==> src/rtl/float_add_vector_checker.sv <==
// float_add_vector_checker: loadable multi-vector harness around float_adder.
// Three DEPTHx32 vector memories (A, B, expected) are written while idle; on
// start the FSM walks min(num_vec, DEPTH) vectors, two cycles each (FETCH then
// CHECK), counting matches/mismatches and capturing the first mismatch.
// Optional build macro FADD_CHK_ULP_TOL_EN widens a match to "same sign and
// magnitude within ULP_TOL"; without it the compare is exact 32-bit equality.
//
// Handshake: start is a level sampled only in IDLE; done is a one-cycle pulse
// in DONE; busy is high exactly while vectors are being fetched/checked, and
// memory writes are dropped while busy.

module float_adder (
    input  logic [31:0] a,
    input  logic [31:0] b,
    output logic [31:0] sum
);
    logic        swap, eff_sub, big_s, small_s, sticky, round_up;
    logic        a_nan, b_nan, a_inf, b_inf;
    logic [7:0]  big_e, small_e, diff;
    logic [23:0] big_m, small_m, mant;
    logic [26:0] big_x, small_x, shifted, norm;
    logic [27:0] raw;
    logic [9:0]  exp_w;
    logic [24:0] rounded;

    // Align, add/subtract, normalise and round to nearest-even
    always_comb begin
        a_nan   = (a[30:23] == 8'hFF) && (a[22:0] != 23'd0);
        b_nan   = (b[30:23] == 8'hFF) && (b[22:0] != 23'd0);
        a_inf   = (a[30:23] == 8'hFF) && (a[22:0] == 23'd0);
        b_inf   = (b[30:23] == 8'hFF) && (b[22:0] == 23'd0);
        swap    = b[30:0] > a[30:0];
        big_s   = swap ? b[31] : a[31];
        small_s = swap ? a[31] : b[31];
        big_e   = swap ? b[30:23] : a[30:23];
        small_e = swap ? a[30:23] : b[30:23];
        big_m   = {big_e != 8'd0, swap ? b[22:0] : a[22:0]};
        small_m = {small_e != 8'd0, swap ? a[22:0] : b[22:0]};
        // Subnormals share the exponent of the smallest normal (1)
        diff    = (big_e == 8'd0 ? 8'd1 : big_e) - (small_e == 8'd0 ? 8'd1 : small_e);
        big_x   = {big_m, 3'b000};
        small_x = {small_m, 3'b000};
        sticky  = 1'b0;
        if (diff > 8'd26) begin
            shifted = {26'd0, |small_x};
        end else begin
            shifted    = small_x >> diff;
            sticky     = |(small_x & ((27'd1 << diff) - 27'd1));
            shifted[0] = shifted[0] | sticky;
        end
        eff_sub = big_s ^ small_s;
        raw     = eff_sub ? ({1'b0, big_x} - {1'b0, shifted})
                          : ({1'b0, big_x} + {1'b0, shifted});
        exp_w   = {2'b00, (big_e == 8'd0) ? 8'd1 : big_e};
        if (raw[27]) begin
            norm    = raw[27:1];
            norm[0] = raw[1] | raw[0];
            exp_w   = exp_w + 10'd1;
        end else begin
            norm = raw[26:0];
        end
        // Left-normalise, stopping at the subnormal exponent
        for (int i = 0; i < 26; i++) begin
            if (!norm[26] && (exp_w > 10'd1)) begin
                norm  = norm << 1;
                exp_w = exp_w - 10'd1;
            end
        end
        mant     = norm[26:3];
        round_up = norm[2] && (norm[1] || norm[0] || norm[3]);
        rounded  = {1'b0, mant} + {24'd0, round_up};
        if (rounded[24]) begin
            mant  = rounded[24:1];
            exp_w = exp_w + 10'd1;
        end else begin
            mant = rounded[23:0];
        end
        if (exp_w >= 10'd255) sum = {big_s, 8'hFF, 23'd0};
        else                  sum = {big_s, mant[23] ? exp_w[7:0] : 8'd0, mant[22:0]};
        if (raw == 28'd0)     sum = {big_s & !eff_sub, 31'd0};
        if (a_nan || b_nan || (a_inf && b_inf && (a[31] != b[31]))) sum = 32'h7FC0_0000;
        else if (a_inf)       sum = a;
        else if (b_inf)       sum = b;
    end
endmodule


==> config.mk <==
export PLATFORM = sky130hd
export DESIGN_NAME = float_adder
export DESIGN_NICKNAME = d
export VERILOG_FILES = /design/src/rtl/float_add_vector_checker.sv
export SDC_FILE = /design/constraint.sdc
export NUM_CORES = 1
export LEC_CHECK = 0
export ABC_AREA = 1
export CORE_ASPECT_RATIO = 1.1
export CORE_UTILIZATION = 32
export DETAILED_ROUTE_END_ITERATION = 8
export PLACE_DENSITY_LB_ADDON = 0.3
export SYNTH_ARGS = -nofsm -noshare
export SYNTH_HDL_FRONTEND = slang
export SYNTH_SLANG_ARGS = --single-unit
==> constraint.sdc <==
create_clock -name vclk -period 118.7
set_input_delay 11.87 -clock vclk [all_inputs]
set_output_delay 11.87 -clock vclk [all_outputs]
set_load 0.03 [all_outputs]
# Word level (Yosys, flattened, before mapping)
# Index checks and enable logic that the tools add are counted.
dict set report classes {
  bitwise 5
  n_addsub 33
  n_eq_ne 3
  muxes 72
  magnitude_cmp 29
  shift 2
  n_div 0
  multipliers 0
  n_reduce_logical 75
}
# operator count
set ops {}
lappend ops {{27-bit 2-to-1 mux} 28}
lappend ops {{10-bit 2-to-1 mux} 27}
lappend ops {{10-bit by 1-bit greater-than comparator with 1-bit output (second input constant)} 26}
lappend ops {{10-bit by 1-bit subtractor with 10-bit output (second input constant)} 26}
lappend ops {{32-bit 2-to-1 mux} 4}
lappend ops {{23-bit logical NOT} 2}
lappend ops {{23-bit 2-to-1 mux} 2}
lappend ops {{23-bit nonzero test} 2}
lappend ops {{8-bit 2-to-1 mux} 5}
lappend ops {{1-bit logical AND} 33}
lappend ops {{31-bit greater-than comparator} 1}
lappend ops {{31-bit 2-to-1 mux} 1}
lappend ops {{27-bit by 27-bit adder with 28-bit output} 1}
lappend ops {{28-bit logical NOT} 1}
lappend ops {{28-bit 2-to-1 mux} 1}
lappend ops {{27-bit by 27-bit subtractor with 28-bit output} 1}
lappend ops {{27-bit bitwise AND} 1}
lappend ops {{1-bit logical NOT} 27}
lappend ops {{27-bit OR reduction} 1}
lappend ops {{1-bit by 8-bit << shifter with 27-bit output (first input constant)} 1}
lappend ops {{27-bit by 8-bit >> shifter with 27-bit output} 1}
lappend ops {{27-bit by 1-bit subtractor with 27-bit output (second input constant)} 1}
lappend ops {{24-bit by 1-bit adder with 25-bit output} 1}
lappend ops {{24-bit 2-to-1 mux} 1}
lappend ops {{other kinds (16)} 24}
dict set report word_totals {
  mem_bits_rw 0
  mem_count 0
  romBits 0
  in_bits 64
  latchBits 0
  elab_cells 219
  ff_bits 0
  output_inout_bits 32
}

# Logic depth before layout (Yosys ltp)
dict set report depth {
  word_depth 104
  depth_mapped 335
}

# Least setup slack after synthesis
# Ideal clock, no wire load.
dict set report synth_timing {
  path_kind {input-to-output}
  from {input a[14]}
  to {output sum[21]}
  path_slack_ns 55.923
  arrival_time_ns 50.907
  required_ns 106.830
  path_stages 307
  cell_sequence {inv_1 ha_1 nand2_1 nor2_1 inv_2 nor2_4 nand2_1 nand2_1 nand2_1 nand2_4 nand2_4 buf_8 buf_8 clkbuf_8 clkbuf_8 o21ai_0 inv_1 nor2_1 [271 not listed] buf_8 buf_8 buf_12 nand2_1 o21ai_2 inv_1 ha_1 nand3_2 nor2_8 nand3_4 buf_6 nand2_1 nand2_1 nand2_2 nor2_2 nand2_4 nand2_8 nor4_1}
}
dict set report synth_between {
  elab_chain_len 103
}
# element line_no
set synth_lines {}
lappend synth_lines {{start, declared} 13} ;# input logic [31:0] a,
lappend synth_lines {{31-bit greater-than comparator} 32} ;# swap = b[30:0] > a[30:0];
lappend synth_lines {{8-bit 2-to-1 mux, on equally long branches} {35, 36}}
lappend synth_lines {{8-bit logical NOT, on equally long branches} {40, 54}}
lappend synth_lines {{8-bit 2-to-1 mux, on equally long branches} {40, 54}}
lappend synth_lines {{8-bit subtractor} 40} ;# diff = (big_e == 8'd0 ? 8'd1 : big_e) - (small_e == 8'd0 ? 8'd1 : small_e);
lappend synth_lines {{1-bit by 8-bit << shifter with 27-bit output} 48} ;# sticky = |(small_x & ((27'd1 << diff) - 27'd1));
lappend synth_lines {{27-bit by 1-bit subtractor with 27-bit output} 48}
lappend synth_lines {{27-bit bitwise AND} 48}
lappend synth_lines {{[87 not listed]} n/a}
lappend synth_lines {{24-bit by 1-bit adder with 25-bit output} 71} ;# rounded = {1'b0, mant} + {24'd0, round_up};
lappend synth_lines {{10-bit 2-to-1 mux} 72} ;# if (rounded[24]) begin
lappend synth_lines {{10-bit by 8-bit >= comparator with 1-bit output} 78} ;# if (exp_w >= 10'd255) sum = {big_s, 8'hFF, 23'd0};
lappend synth_lines {{31-bit 2-to-1 mux} 78}
lappend synth_lines {{32-bit 2-to-1 mux} 80} ;# if (raw == 28'd0) sum = {big_s & !eff_sub, 31'd0};
lappend synth_lines {{32-bit 2-to-1 mux} 83} ;# else if (b_inf) sum = b;
lappend synth_lines {{32-bit 2-to-1 mux} 82} ;# else if (a_inf) sum = a;
lappend synth_lines {{32-bit 2-to-1 mux *} 81} ;# if (a_nan || b_nan || (a_inf && b_inf && (a[31] != b[31]))) sum = 32'h7FC0_0000;
lappend synth_lines {{end, declared} 15} ;# output logic [31:0] sum
# Every way passes the cells marked *; elsewhere a longest branch is shown, timed or not.

# Final worst setup path
dict set report layout_timing {
  from {input a[22]}
  to {output sum[21]}
}
# The elaborated chain is that of the path after synthesis.

==> impl_results.md <==
- # Post-CTS Setup Buffers: 0
- Register area: 0 sq um
- Slew Limit Fails: 0
- Compound-Gate Fraction of Synth Area: 0.167
- Worst-margin pin slew: 1110 ps
- Die Y: 344 um
- Vias in the first global route: 33100
- Final Hold Viols: 0
- Max Fclk: 13.4 MHz
- Post_cts resized: 0
- DIE AREA: 0.107 sq mm
- Gpl congestion: 0.952
- Routed vias: ~37000
- Area of the multi-input gates: 0.0283 sq mm
- Initial drt markers: 2695
- Wirelength per Cell: 13.7 um
- Final nets: between 6000 and 7000
- Crit path DAT: 62870 ps
- Most area-hungry cell type in the Yosys netlist: nand2_1
- Slowest cell on crit path: a21oi_2
- Min Tclk post-route: 74740 ps
- Critical path endpoint category: output pin
- Core Region: 0.105 sq mm
- Cell Count, Final, Fillers Out: 7455
- Layout fillers: about 12000
- Yosys top cell area share: 0.183
- Hold Buf Count CTS: 0
- Number of buffers added on ports: 96
- Post-Syn Area per Cell: 5.47 sq um
- Chip width: 313 um
- Min-Delay Path Class: input port to output pin
- WL final: slightly above 100000 um
- Fraction of the mapped netlist area in adder cells: 0.0546
- Antenna violations before repair: 0
- RSZ-0062 raised after global routing: no
- Final setup TNS: 0 ps
- Max Cap Viol: 0
- Worst vdd ir: 0.0345 mV
- Synthesis Warnings: 0
- # clk buffers: 0
- Site Rows: around 120
- Largest family of logic cells by synthesized area: simple AND/OR/NAND/NOR gates
- Proportion of layout cells with a drive suffix above 1: 0.194
- Detailed placement HPWL: roughly 85000 um
- Slowest cell delay on critical path: about 750 ps
- TritonRoute pass-1 iters: 6
- Synth Area in Simple Gates: 0.589
- PD cells: 27.2 mW/mm^2
- Synth Instances: about 6200
- Part of the cycle the worst path needs: 0.630
- Setup Viol. Count Final: 0
- Area growth, synth to finish: 2.29%
- Cells after DPL: about 7500
- Synth Net Count: 6421
- CP Class: input port to output pin
- Total grt overflow: 0
- Worst Hold Slack: 24990 ps
- Setup ws final: about 44000 ps
- Via density: 4.95
- XOR/XNOR share of the synthesized area: 0.0234
- DRC viols: 0
- Cell Area, Synth: 0.0339 sq mm
- First-pass GRT wire length: 167000 um
- Max FO, Critical Path: 63
- Number of sequential cells: 0
- Outcome: finished, final reports clean
- Largest net degree at the start of global routing: 64
- Ant. Diodes: 0
- Io pins: 96
- Yosys cell types: 88
- GRT Util Overall: 0.180
- Static Leak: 17.4 nW
- WP data required: 106830 ps
- Initial core utilization: 0.325
- Mux share of post-synthesis cell area: 0
- Final ANT Viol Nets: 0
- Most used cell, CP: nand2_4
- Rel. slew slack: 0.263
- Sequential area share after synthesis: 0
- Startpoint class of the critical path: input port
- Dpl ws: about 44000 ps
- Area contributors post-synth: nand2_1 18%, inv_1 8.8%, o21ai_0 7.7%
## cells by family (layout without fill, tap and decap cells)
| logic type | after synthesis | in the layout |
|---|---|---|
| buf+inv | 1180 | 1039 |
| xor+xnor | 85 | 85 |
| simple gates | 3827 | 3827 |
| compound gates | 971 | 971 |
| fa+ha+maj | 147 | 147 |
## placed cells by master (no fill, tap or decap), types with 79 or more instances in the layout
master	netlist	routed
inv_2	79	79
or2_2	108	108
a21oi_1	151	151
clkdlybuf4s50_1	0	96
nand2_1	1654	1654
ha_1	145	145
nand4_1	149	149
nand2_2	378	378
nand3_1	442	442
o21ai_0	521	521
nor2_1	488	488
nor2_2	115	115
o21a_1	97	97
nand2_4	178	178
nand3_2	98	98
inv_1	797	797
## critical path, delay by kind of cell
family,cells,cell delay (ps)
simple gates,202,33800
buf+inv,31,4840
compound gates,16,3530
fa+ha+maj,30,7720
xor+xnor,2,870
## metal layers
metal,GRT usage,up-vias,wire (um)
met5,0,-,0
met1,0.251,16400,49600
met4,0.0334,0,1890
met2,0.310,845,47000
li1,-,19500,-
met3,0.00729,114,3630
## where the power goes
part / total (mW) / switching [mW] / internal [mW]
clock network: 0 / 0 / 0
logic: 0.946 / 0.622 / 0.324
registers: 0 / 0 / 0
## path summary, 6_finish.rpt
kind  start  endpoint  slack (ps)  cells after the start
max   a[22]   sum[21]       43960                    281
min   b[31]   sum[31]       24990                      4
## synthesized netlist by cell type (16+ instances only)
master and number:
o21a_1 97, a21oi_2 26, inv_2 79, xnor2_1 25, nand3_2 98, xor2_1 55
o21ai_0 521, clkbuf_8 33, nor2_1 488, nand2_2 378, nand4_1 149, buf_6 48
o21ai_1 33, nor3_1 38, o21ai_2 31, nand3_1 442, inv_1 797, nor2_2 115
clkinv_1 23, clkbuf_1 116, a21oi_1 151, nand3b_1 33, nand2_1 1654, nand2_4 178
ha_1 145, inv_4 16, a31oi_1 38, or2_2 108, nor2_4 53, nor4_1 33
## through the flow
| step | util | power (mW) | area, sq um |
|---|---|---|---|
| 2_1_floorplan | - | 0.739 | 33900 |
| 3_3_place_gp | 0.332 | 0.936 | 34700 |
| 3_5_place_dp | 0.332 | 0.935 | 34700 |
| 4_1_cts | 0.332 | 0.941 | 34700 |
| 5_1_grt | 0.332 | 1.06 | 34700 |
| 6_report | 0.332 | 0.946 | 34700 |
## layout make-up
class	instances	area share
multi-input cells	5030	0.815
inverters	930	0.104
well taps	1386	0.0499
repair buffers	109	0.0305
No activity file was read; power rests on OpenSTA's default activity.
